`config.mk`:
```
export PLATFORM = sky130hd
export DESIGN_NAME = chan_hold_array
export DESIGN_NICKNAME = d
export VERILOG_FILES = /design/src/rtl/chan_hold_pkg.sv /design/src/rtl/chan_hold_slot.sv /design/src/rtl/chan_hold_array.sv
export SDC_FILE = /design/constraint.sdc
export NUM_CORES = 1
export LEC_CHECK = 0
export CAP_MARGIN = 20
export CORE_ASPECT_RATIO = 2
export CORE_MARGIN = 8
export CORE_UTILIZATION = 35
export CTS_BUF_LIST = sky130_fd_sc_hd__clkbuf_4 sky130_fd_sc_hd__clkbuf_8
export DETAILED_ROUTE_END_ITERATION = 10
export GPL_TIMING_DRIVEN = 0
export PLACE_DENSITY_LB_ADDON = 0.3
export SETUP_SLACK_MARGIN = 0.02
export SLEW_MARGIN = 20
export SYNTH_ARGS = -nofsm -noshare
export SYNTH_HDL_FRONTEND = slang
export SYNTH_HIERARCHICAL = 1
export SYNTH_SLANG_ARGS = --single-unit
```
`constraint.sdc`:
```
create_clock -name i_clk -period 2.1 [get_ports i_clk]
set_input_delay 0.315 -clock i_clk [delete_from_list [all_inputs] [get_ports i_clk]]
set_output_delay 0.315 -clock i_clk [all_outputs]
set_load 0.01 [all_outputs]
```
`src/rtl/chan_hold_pkg.sv`:
```
// Shared types and helpers for the multi-channel hold array.
// Channel selection is done over a fixed 32-bit vector so one function serves any CHANNELS <= 32.
package chan_hold_pkg;

    localparam int DEF_CHANNELS = 4;
    localparam int DEF_HOLD_MAX = 15;
    localparam int CHAN_W       = $clog2(DEF_CHANNELS);
    localparam int AGE_W        = $clog2(DEF_HOLD_MAX + 1);
    localparam int MAX_CHANNELS = 32;

    typedef enum logic {
        IDLE   = 1'b0,
        COMMIT = 1'b1
    } state_t;

    typedef struct packed {
        logic       found;
        logic [4:0] idx;
    } sel_t;

    function automatic sel_t lowest_set(input logic [MAX_CHANNELS-1:0] vec);
        sel_t r;
        r = '0;
        for (int i = MAX_CHANNELS - 1; i >= 0; i--) begin
            if (vec[i]) begin
                r.found = 1'b1;
                r.idx   = 5'(i);
            end
        end
        return r;
    endfunction

endpackage

```
`src/rtl/chan_hold_slot.sv`:
```
// One channel: staging register, held output register, pending flag and saturating age counter.
// load and commit are never asserted together (load only in IDLE, commit only in COMMIT).
module chan_hold_slot
    import chan_hold_pkg::*;
#(
    parameter int               WIDTH     = 8,
    parameter logic [WIDTH-1:0] RESET_VAL = '0,
    parameter int               HOLD_MAX  = DEF_HOLD_MAX,
    parameter int               AGE_BITS  = AGE_W
) (
    input  logic             i_clk,
    input  logic             i_arst,
    input  logic             en,
    input  logic             load,
    input  logic [WIDTH-1:0] load_data,
    input  logic             commit,
    output logic             pending,
    output logic [WIDTH-1:0] held,
    output logic             upd,
    output logic             stale
);

    logic [WIDTH-1:0]    staging;
    logic [AGE_BITS-1:0] age;

    always_ff @(posedge i_clk or negedge i_arst) begin
        if (!i_arst) begin
            staging <= RESET_VAL;
            held    <= RESET_VAL;
            pending <= 1'b0;
            upd     <= 1'b0;
            age     <= '0;
        end else begin
            if (load) begin
                staging <= load_data;
            end
            if (commit) begin
                held    <= staging;
                pending <= 1'b0;
            end else if (load) begin
                pending <= 1'b1;
            end
            // commit is already gated by en upstream, so upd drops to 0 while en is low
            upd <= commit;
            if (en) begin
                if (commit) begin
                    age <= '0;
                end else if (age != AGE_BITS'(HOLD_MAX)) begin
                    age <= age + 1'b1;
                end
            end
        end
    end

    assign stale = (age == AGE_BITS'(HOLD_MAX));

endmodule

```
`src/rtl/chan_hold_array.sv`:
```
// Multi-channel staged hold: writes land in staging, a commit pass copies pending channels
// to the held outputs one per cycle, lowest index first.
//
//   state  | meaning
//   -------+-----------------------------------------------------------
//   IDLE   | accepting writes; waits for a commit request while en high
//   COMMIT | transferring one pending channel per enabled cycle
module chan_hold_array
    import chan_hold_pkg::*;
#(
    parameter int               WIDTH     = 8,
    parameter int               CHANNELS  = DEF_CHANNELS,
    parameter logic [WIDTH-1:0] RESET_VAL = '0,
    parameter int               HOLD_MAX  = DEF_HOLD_MAX
) (
    input  logic                        i_clk,
    input  logic                        i_arst,
    input  logic                        en,
    input  logic                        i_wr_valid,
    output logic                        o_wr_ready,
    input  logic [$clog2(CHANNELS)-1:0] i_wr_chan,
    input  logic [WIDTH-1:0]            i_wr_data,
    input  logic                        i_commit,
    output logic                        o_busy,
    output logic [CHANNELS*WIDTH-1:0]   o_data,
    output logic [CHANNELS-1:0]         o_upd,
    output logic [CHANNELS-1:0]         o_stale
);

    localparam int SEL_W    = $clog2(CHANNELS);
    localparam int AGE_BITS = $clog2(HOLD_MAX + 1);

    state_t                  state, state_nxt;
    logic                    commit_req;
    logic                    enter_commit;
    logic                    wr_fire;
    logic [CHANNELS-1:0]     pending;
    logic [CHANNELS-1:0]     load_vec;
    logic [CHANNELS-1:0]     commit_stb;
    logic [MAX_CHANNELS-1:0] pend_ext;
    sel_t                    sel;

    assign o_wr_ready = en && (state == IDLE);
    assign o_busy     = (state == COMMIT);
    // Out-of-range channels are still accepted, just discarded
    assign wr_fire    = i_wr_valid && o_wr_ready && (int'(i_wr_chan) < CHANNELS);
    assign pend_ext   = MAX_CHANNELS'(pending);
    assign sel        = lowest_set(pend_ext);

    always_comb begin
        state_nxt    = state;
        commit_stb   = '0;
        enter_commit = 1'b0;
        case (state)
            IDLE: begin
                if (en && (commit_req || i_commit)) begin
                    state_nxt    = COMMIT;
                    enter_commit = 1'b1;
                end
            end
            COMMIT: begin
                if (en) begin
                    if (sel.found) begin
                        commit_stb = CHANNELS'(1) << sel.idx;
                    end
                    if ((pending & ~commit_stb) == '0) begin
                        state_nxt = IDLE;
                    end
                end
            end
            default: state_nxt = IDLE;
        endcase
    end

    always_ff @(posedge i_clk or negedge i_arst) begin
        if (!i_arst) begin
            state      <= IDLE;
            commit_req <= 1'b0;
        end else begin
            state <= state_nxt;
            if (enter_commit) begin
                commit_req <= 1'b0;
            end else if (i_commit) begin
                commit_req <= 1'b1;
            end
        end
    end

    for (genvar c = 0; c < CHANNELS; c++) begin : g_slot
        assign load_vec[c] = wr_fire && (i_wr_chan == SEL_W'(c));

        chan_hold_slot #(
            .WIDTH     (WIDTH),
            .RESET_VAL (RESET_VAL),
            .HOLD_MAX  (HOLD_MAX),
            .AGE_BITS  (AGE_BITS)
        ) u_slot (
            .i_clk     (i_clk),
            .i_arst    (i_arst),
            .en        (en),
            .load      (load_vec[c]),
            .load_data (i_wr_data),
            .commit    (commit_stb[c]),
            .pending   (pending[c]),
            .held      (o_data[c*WIDTH +: WIDTH]),
            .upd       (o_upd[c]),
            .stale     (o_stale[c])
        );
    end

endmodule

```
==> results of run 1 <==
[cell families after synthesis]
family                   Yosys count
flip-flops                        90
AO/OA/AOI/OAI                     39
AND/OR/NAND/NOR                   55
adder cells (fa/ha/maj)            4
multiplexers                      64
buffers and inverters             25
[sequential cells by signal, indices dropped and copies added, names as in the netlist]
signal and cells:
commit_req 1, g_slot.u_slot/upd 4, g_slot.u_slot/staging 32, o_busy 1
g_slot.u_slot/held 32, g_slot.u_slot/pending 4, g_slot.u_slot/age 16
[where the power goes]
| part | switching (mW) | internal (mW) |
|---|---|---|
| combinational | 0.951 | 1.53 |
| clock | 0.573 | 0.749 |
| sequential | 0.588 | 2.56 |
[routing by layer]
| metal | part of all wire | vias up |
|---|---|---|
| li1 | - | 1125 |
| met3 | 0.059 | 13 |
| met5 | 0 | - |
| met2 | 0.49 | 67 |
| met1 | 0.42 | 1209 |
| met4 | 0.022 | 0 |
[cells in the mapped netlist]
library cell and instances:
a211o_1 2, a21oi_1 12, a21oi_2 4, a31o_1 4
a31oi_1 4, and2_1 1, and3_1 6, and4_1 4
buf_2 8, buf_6 4, dfrtp_1 90, ha_1 4
inv_1 13, mux2_1 24, mux2_2 20, mux2_4 20
nand2_1 10, nand2b_1 1, nand3_1 7, nand3b_1 4
nor2_1 14, nor2b_4 1, nor3_1 2, nor4b_2 1
o21ai_1 1, o21bai_1 4, o22ai_1 4, o311ai_1 4
or2b_1 4
[path summary, 6_finish.rpt]
check,start,endpoint,slack [ps]
min reg2reg,g_slot[0].u_slot/staging[1],g_slot[0].u_slot/staging[1],490
max in group asynchronous,i_arst,g_slot[0].u_slot/held[4],1470
max,g_slot[3].u_slot/age[0],o_stale[3],100
min,i_arst,g_slot[2].u_slot/staging[6],3
min in group i_clk,g_slot[0].u_slot/staging[1],g_slot[0].u_slot/staging[1],490
max reg2reg,o_busy,g_slot[2].u_slot/held[4],150
[timing repair]
action,CTS,global route
setup buffers,2,2
gates resized for setup,10,1
hold endpoints to repair,0,0
endpoints found under the setup margin,10,1
pin swaps,0,0
[layout make-up]
class	count	area [um^2]
sequential	90	2250
inverter	13	48.8
timing repair buffer	61	603
fill	947	5900
clock inverter	4	73.8
buffer	12	85.1
tap	140	175
clock buffer	12	159
multi-input combinational	162	1440
[worst max-delay path: cells and delay by family (launching register included)]
| family | cells | cell delay (ps) |
|---|---|---|
| buffers and inverters | 2 | 640 |
| flip-flops | 1 | 410 |
| adder cells (fa/ha/maj) | 1 | 170 |
| AND/OR/NAND/NOR | 1 | 110 |
==> flow_metrics.env, run 1 <==
export IMPL_syn_area_um2=3810
export IMPL_ys_types=29
export IMPL_avgSynthCellArea_um2=13.7
export IMPL_synthToLayoutAreaGrowth_pct=27.1
export IMPL_grt_overflow=0
export IMPL_post_route_min_period_ps=2000
export IMPL_rsz0062_at_grt="false"
export IMPL_boundaryPins=57
export IMPL_yosys_top_cells_area="dfrtp_1 59%, mux2_4 7.9%, mux2_1 7.1%"
export IMPL_arrival_ps=1690
export IMPL_r2r_cells=4
export IMPL_synth_top_area_share=0.591
export IMPL_htreeDepth=3
export IMPL_vias=2414
export IMPL_place_congestion=0.726
export IMPL_end_kind="primary output"
export IMPL_syn_inst=277
export IMPL_drcViolationCount=0
export IMPL_place_inst=474
export IMPL_worstMarginPinSlew_ps=760
export IMPL_syn_nets=296
export IMPL_synth_simple_gate_area_share=0.0811
export IMPL_path_clk_slew_ps=80
export IMPL_grt_first_pass_wirelength_mm=13.6
export IMPL_yosys_warnings=6
export IMPL_worstPathRequired_ps=1780
export IMPL_fin_ws_ps=97.9
export IMPL_status="complete, no violations"
export IMPL_synth_compound_area_frac=0.0703
export IMPL_hold_viol=0
export IMPL_maxCapViolCount=0
export IMPL_gr_usage_all_layers=0.118
export IMPL_viasPerCell=4.89
export IMPL_synth_adder_area_share=0.0131
export IMPL_ant_nets=0
export IMPL_core_area_um2=10700
export IMPL_setup_violations=0
export IMPL_crit_path_cell_trace="ha_4 -> nand3_1 -> inv_1 -> clkdlybuf4s50_1"
export IMPL_preCtsSetupSlack_ps=-461
export IMPL_final_area_um2=4840
export IMPL_hold_buffers=0
export IMPL_grt_max_degree=57
export IMPL_grt_pass1_vias=2714
export IMPL_layout_commonest_cell="dfrtp_1"
export IMPL_met2_usage=0.194
export IMPL_skew_ps=5.83
export IMPL_place_area_um2=4560
export IMPL_first_iter_violations=53
export IMPL_crit_fanout=5
export IMPL_muxShareOfSynthArea=0.209
export IMPL_root_buffer="clkbuf_8"
export IMPL_clock_latency_ps=350
export IMPL_die_w_um=89.8
export IMPL_relSlewSlack=0.492
export IMPL_fmax_ghz=0.499
export IMPL_dp_hpwl_mm=5.85
export IMPL_antenna_cells=0
export IMPL_fin_crit_sh=0.953
export IMPL_start_kind="flop"
export IMPL_synth_top_family_by_area="multiplexers"
export IMPL_finalNonFillerCells=494
export IMPL_synth_seq_cells=90
export IMPL_layout_common_cells="88 x dfrtp_1, 51 x clkdlybuf4s50_1, 24 x mux2_1"
export IMPL_yosysTopAreaCell="dfrtp_1"
export IMPL_powerDensity_nw_per_um2=1430
export IMPL_yosysSeqAreaShare=0.591
export IMPL_clock_sinks=90
export IMPL_finalPower_mw=6.94
export IMPL_antenna_found_initial=0
export IMPL_post_drt_wl_per_cell_um=16.3
export IMPL_num_rows=54
export IMPL_die_h_um=164
export IMPL_path_class="flop to primary output"
export IMPL_routed_wl_mm=8.06
export IMPL_use_met1=0.128
export IMPL_final_nets=368
export IMPL_initial_core_util=0.355
export IMPL_crit_path_max_incr_delay_ps=540
export IMPL_grt_use_met3=0.0410
export IMPL_setup_tns_ps=0
export IMPL_hold_ws_ps=2.93
export IMPL_final_core_util=0.451
export IMPL_port_buffers=56
export IMPL_hold_class="input pin to asynchronous set/reset pin"
export IMPL_cts_tree="yes"
export IMPL_synth_xor_area_frac=0
export IMPL_drv_slew=0
export IMPL_drive_above_1_share=0.243
export IMPL_grt_busiest_layer="met2"
export IMPL_slowest_stage="clkdlybuf4s50_1"
export IMPL_clk_path_buf_depth=2
export IMPL_firstDrtPassIters=4
export IMPL_ir_drop_uv=746
export IMPL_cts_buffers=9
export IMPL_p_leak_nw=2.18
export IMPL_die_area_um2=14700
(Power assumes the default switching activity.)
==> run 2, diff against run 1 <==
--- a/config.mk
+++ b/config.mk
@@ -7,7 +7,7 @@
 export LEC_CHECK = 0
 export CAP_MARGIN = 20
 export CORE_ASPECT_RATIO = 2
-export CORE_MARGIN = 8
+export CORE_MARGIN = 2
 export CORE_UTILIZATION = 35
 export CTS_BUF_LIST = sky130_fd_sc_hd__clkbuf_4 sky130_fd_sc_hd__clkbuf_8
 export DETAILED_ROUTE_END_ITERATION = 10
==> run 2 against run 1 <==
Against the previous run:
- combinational power down 3%
- first-iteration DRC count down 15%
- die area is 20% lower
- sequential share of layout area grew 0.43 points
- cell area down 1.0%
- clock power fell by 21%
- largest cell class unchanged
==> flow_metrics.env, run 2 (same netlist as run 1, synthesis figures left out) <==
export IMPL_core_area_um2=10500
export IMPL_pwr_share_clk=0.159
export IMPL_ir_drop_uv=557
export IMPL_post_drt_wl_per_cell_um=15.5
export IMPL_clock_latency_ps=340
export IMPL_dp_hpwl_mm=5.36
export IMPL_viasPerCell=4.87
export IMPL_antenna_found_initial=0
export IMPL_drcViolationCount=0
export IMPL_power_switching_mw=1.99
export IMPL_grt_max_degree=50
export IMPL_vias=2376
export IMPL_finalNonFillerCells=488
export IMPL_worstMarginPinSlew_ps=553
export IMPL_crit_path_cell_trace="ha_1 -> nand3_1 -> inv_1 -> dlygate4sd2_1"
export IMPL_top_regs="g_slot.u_slot/held (32), g_slot.u_slot/staging (32), g_slot.u_slot/age (16)"
export IMPL_grt_pass1_vias=2410
export IMPL_crit_fanout=5
export IMPL_regToRegStartpoint="o_busy"
export IMPL_start_kind="flop"
export IMPL_path_clk_slew_ps=80
export IMPL_crit_path_max_incr_delay_ps=410
export IMPL_n_fill_cell=955
export IMPL_layout_common_cells="90 x dfrtp_1, 50 x clkdlybuf4s50_1, 24 x mux2_1"
export IMPL_layout_commonest_cell="dfrtp_1"
export IMPL_critPathCapture="o_stale[0]"
export IMPL_cts_buffers=9
export IMPL_drv_slew=0
export IMPL_hold_class="input pin to asynchronous set/reset pin"
export IMPL_rsz0062_at_grt="false"
export IMPL_cp_startpoint="g_slot[0].u_slot/age[0]"
export IMPL_place_inst=471
export IMPL_fin_crit_sh=0.887
export IMPL_worstPathRequired_ps=1780
export IMPL_fin_ws_ps=237
export IMPL_firstDrtPassIters=4
export IMPL_path_depth=4
export IMPL_skew_ps=5.14
export IMPL_r2r_cells=5
export IMPL_die_w_um=77.8
export IMPL_hold_viol=0
export IMPL_cts_tree="yes"
export IMPL_die_area_um2=11800
export IMPL_slowest_stage="dfrtp_1"
export IMPL_powerDensity_nw_per_um2=1370
export IMPL_crit_family="buffers and inverters"
export IMPL_p_int_mw=4.57
export IMPL_final_nets=368
export IMPL_swShare=0.304
export IMPL_post_route_min_period_ps=1860
export IMPL_htreeDepth=3
export IMPL_antenna_cells=0
export IMPL_comb_power_share=0.367
export IMPL_relSlewSlack=0.631
export IMPL_arrival_ps=1550
export IMPL_maxCapViolCount=0
export IMPL_grt_first_pass_wirelength_mm=12.4
export IMPL_ant_nets=0
export IMPL_reg2reg_to="g_slot[3].u_slot/held[6]"
export IMPL_fmax_ghz=0.537
export IMPL_routed_wl_mm=7.56
export IMPL_port_buffers=56
export IMPL_setup_violations=0
export IMPL_place_congestion=0.747
export IMPL_path_buf_inv=2
export IMPL_grt_overflow=0
export IMPL_boundaryPins=57
export IMPL_clock_sinks=90
export IMPL_num_rows=53
export IMPL_rrSetupSlack_ps=320
export IMPL_gr_usage_all_layers=0.140
export IMPL_status="complete, no violations"
export IMPL_root_buffer="clkbuf_8"
export IMPL_end_kind="primary output"
export IMPL_path_class="flop to primary output"
export IMPL_seq_power_share=0.474
export IMPL_clk_path_buf_depth=2
export IMPL_setup_tns_ps=0
export IMPL_drive_above_1_share=0.225
export IMPL_initial_core_util=0.361
export IMPL_synthToLayoutAreaGrowth_pct=25.8
export IMPL_first_iter_violations=45
export IMPL_die_h_um=152
export IMPL_preCtsSetupSlack_ps=-486
export IMPL_p_leak_nw=2.19
-- run 2: per-stage QoR --
stage | hold slack (ps) | power [mW] | util | cell area, um^2
finish | 486 | 6.56 | 0.454 | 4790
global route | 507 | 7.05 | 0.454 | 4790
CTS | 492 | 6.65 | 0.453 | 4780
global placement | 461 | 5.40 | 0.431 | 4540
floorplan | 19.4 | 4.44 | - | 3810
detailed placement | 341 | 5.52 | 0.433 | 4570
-- run 2: how the worst min path moves through the flow --
stage	from	endpoint	slack [ps]	depth (start not counted)
after detailed placement	i_arst	g_slot[3].u_slot/held[5]	340	1
after global placement	g_slot[2].u_slot/staging[1]	g_slot[2].u_slot/staging[1]	460	1
final	i_arst	g_slot[3].u_slot/held[5]	490	2
after global routing	g_slot[3].u_slot/staging[0]	g_slot[3].u_slot/staging[0]	510	1
after CTS	g_slot[3].u_slot/staging[1]	g_slot[3].u_slot/staging[1]	490	1
after floorplan	i_arst	commit_req	20	0
-- run 2: per-layer routing --
| layer | track usage | up-vias | part of all wire |
|---|---|---|---|
| met5 | 0 | - | 0 |
| met4 | 0.0643 | 0 | 0.016 |
| met3 | 0.0284 | 8 | 0.034 |
| met2 | 0.244 | 50 | 0.55 |
| met1 | 0.165 | 1199 | 0.40 |
| li1 | - | 1119 | - |
-- run 2: layout make-up --
class	instances	area (um^2)	area share
plain buffers	12	85.1	0.0178
multi-input cells	162	1450	0.302
well taps	137	171	0.0358
inverters	13	48.8	0.0102
repair buffers	61	619	0.129
clock buffers	13	166	0.0347
flip-flops and latches	90	2250	0.470
-- run 2: power by group through the flow --
stage / combinational (mW) / sequential, mW / clock [mW]
floorplan: 1.29 / 3.15 / 0
global placement: 2.29 / 3.11 / 0
detailed placement: 2.37 / 3.16 / 0
CTS: 2.45 / 3.12 / 1.08
global route: 2.64 / 3.24 / 1.16
finish: 2.41 / 3.11 / 1.04
-- run 2: timing repair --
action,4_1_cts,5_1_grt
hold buffers,1,0
endpoints found under the setup margin,13,2
resized for setup,7,3
endpoints found under the hold margin,41,0
buffers inserted,3,0
==> edit: new RTL, flow settings as in run 2 <==
Make the reset (`i_arst`) synchronous in 2 clocked blocks.
--- a/src/rtl/chan_hold_slot.sv
+++ b/src/rtl/chan_hold_slot.sv
@@ -23,7 +23,7 @@
     logic [WIDTH-1:0]    staging;
     logic [AGE_BITS-1:0] age;
 
-    always_ff @(posedge i_clk or negedge i_arst) begin
+    always_ff @(posedge i_clk) begin
         if (!i_arst) begin
             staging <= RESET_VAL;
             held    <= RESET_VAL;
--- a/src/rtl/chan_hold_array.sv
+++ b/src/rtl/chan_hold_array.sv
@@ -72,7 +72,7 @@
         endcase
     end
 
-    always_ff @(posedge i_clk or negedge i_arst) begin
+    always_ff @(posedge i_clk) begin
         if (!i_arst) begin
             state      <= IDLE;
             commit_req <= 1'b0;
Check against the original RTL: differs if i_arst is asserted again (counterexample within 4 cycles, from zero or initial values and one cycle with i_arst low); with i_arst held inactive, the same outputs for 4 cycles.
==> edit against run 2 <==
Largest cell class is now multi-input combinational cells; via count is 16% higher; routed wire length is 15% higher; final area is 0.42% lower; critical path type unchanged; sequential cell count stayed put; setup slack worse by 0.13 ns; final cell count is 17% higher; critical path depth stayed put; synthesized area is 0.39% higher; count of clock-buffer cells in the layout stayed put; non-clock buffer count is 3 higher; sequential share of layout area is 9.1 points lower.
Power is not compared: it rests on default switching activity, and its combinational part moved more than twofold at a synthesized area within 25%.
==> edit: results (changes against run 2) <==
GRT
  • Met2 Use GR: 0.2861 (+0.04173)
  • Total track usage: 0.1516 (+0.01123)
  • Largest net degree at the start of global routing: 37 (-26%)
  • Met1 Use GR: 0.1582 (-0.006773)
  • First-pass GRT wire length: 13.95 mm (+12%)
  • Routing usage on met3: 0.02316 (-0.005277)

Worst setup path
  • Worst Path Max Fanout: 4 (-1)
  • Slowest CP cell: clkdlybuf4s50_1
  • Crit path largest cell delay: 0.53 ns (+0.12 ns)
  • Crit path arrival time: 1.68 ns (+0.13 ns)

Clock network
  • Number of hold buffers added after CTS: 0 (-1)
  • Setup Buffers After CTS: 0 (-3)

STA
  • Clock Skew: 0.008855 ns (+0.003719 ns)

Status
  • Status: finished clean

Place
  • Setup Slack @ Placement: -0.08278 ns (+0.4031 ns)
  • GPL Wtd Cong: 0.7339 (-1.8%)
  • Placed Instance Area: 4554 sq um (-0.25%)
  • DP HPWL: 6.291 mm (+17%)
  • Cells after DPL: 557 (+18%)

Detailed routing
  • Vias per cell: 4.813 (-1.1%)
  • Via count: 2753 (+16%)
  • DRT iter0 DRCs: 101 (+120%)

Logic synthesis
  • Leading cell types by count after synthesis: dfxtp_1, nor2b_1, mux2i_1
  • Syn Nets: 380 (+28%)
  • Post-synthesis async set-or-reset flop share: 0 (-1.000)

Min path
  • Worst min path class: in -> reg

Final layout
  • Share of cells above drive strength 1: 0.1435 (-0.08155)
  • Final Net Count: 447 (+21%)
## edit: changes by cell type after synthesis, moves of 11 or more
cell / change
nor2b_1: +72
mux2_4: -20
dfxtp_1: +90
nor3b_1: +14
mux2i_1: +64
mux2_1: -24
inv_1: -11
mux2_2: -20
dfrtp_1: -90
## edit: timing repair
action / CTS / global route
endpoints found under the hold margin: 0 / 0
cloned: 0 / 0
setup endpoints to repair: 2 / 4
pin swaps: 0 / 0
resized for setup: 2 / 13
## edit: power by group through the flow
stage | registers (mW) | clock network (mW) | logic (mW)
after floorplan | 1.79 | 0 | 0.120
after global placement | 1.80 | 0 | 0.207
after detailed placement | 1.80 | 0 | 0.211
after CTS | 1.76 | 1.12 | 0.212
after global routing | 1.77 | 1.19 | 0.228
final | 1.76 | 1.09 | 0.210
## edit: worst max-delay path, delay by kind of cell (launching register included)
kind	cells	cell delay, ns
fa+ha+maj	1	0.22
buf+inv	2	0.63
flops	1	0.37
simple gates	1	0.11
## edit: per-stage QoR
stage,utilization,power [mW]
final,0.4414,3.061
after global routing,0.4414,3.192
after CTS,0.4383,3.097
after detailed placement,0.4213,2.011
after global placement,0.4218,2.007
after floorplan,-,1.914
## edit: per-layer routing
layer | routed length [um] | vias up
met5 | 0 | -
met4 | 137 | 0
met3 | 207 | 6
met2 | 4847 | 39
met1 | 3464 | 1333
li1 | - | 1375
## edit: cell type report
type                            instances  area [sq um]  area share
Timing Repair Buffer                   56         558.0      0.1169
Clock buffer                           13         166.4     0.03487
Sequential cell                        90          1810      0.3794
Clock inverter                          2         12.51    0.002622
Inverter                                6         22.52    0.004719
Multi-Input combinational cell        245          1872      0.3922
Buffer                                 20         155.1     0.03251
Tap cell                              140         175.2     0.03671
## edit: logic make-up (layout without fill, tap and decap cells)
family | after synthesis | count (layout) | synth area share
and+or+nand+nor | 145 | 145 | 0.2330
DFF | 90 | 90 | 0.4712
muxes | 64 | 64 | 0.1675
AOI/OAI and AO/OA | 32 | 32 | 0.06872
buffers and inverters | 26 | 97 | 0.04647
adders and majority gates | 4 | 4 | 0.01309
## edit: path summary, 6_finish.rpt
| check | end | start |
|---|---|---|
| max reg2reg | g_slot[1].u_slot/age[0] | o_busy |
| max | o_stale[2] | g_slot[2].u_slot/age[1] |
| min reg2reg | g_slot[1].u_slot/held[2] | g_slot[1].u_slot/held[2] |
| min | g_slot[1].u_slot/age[2] | en |
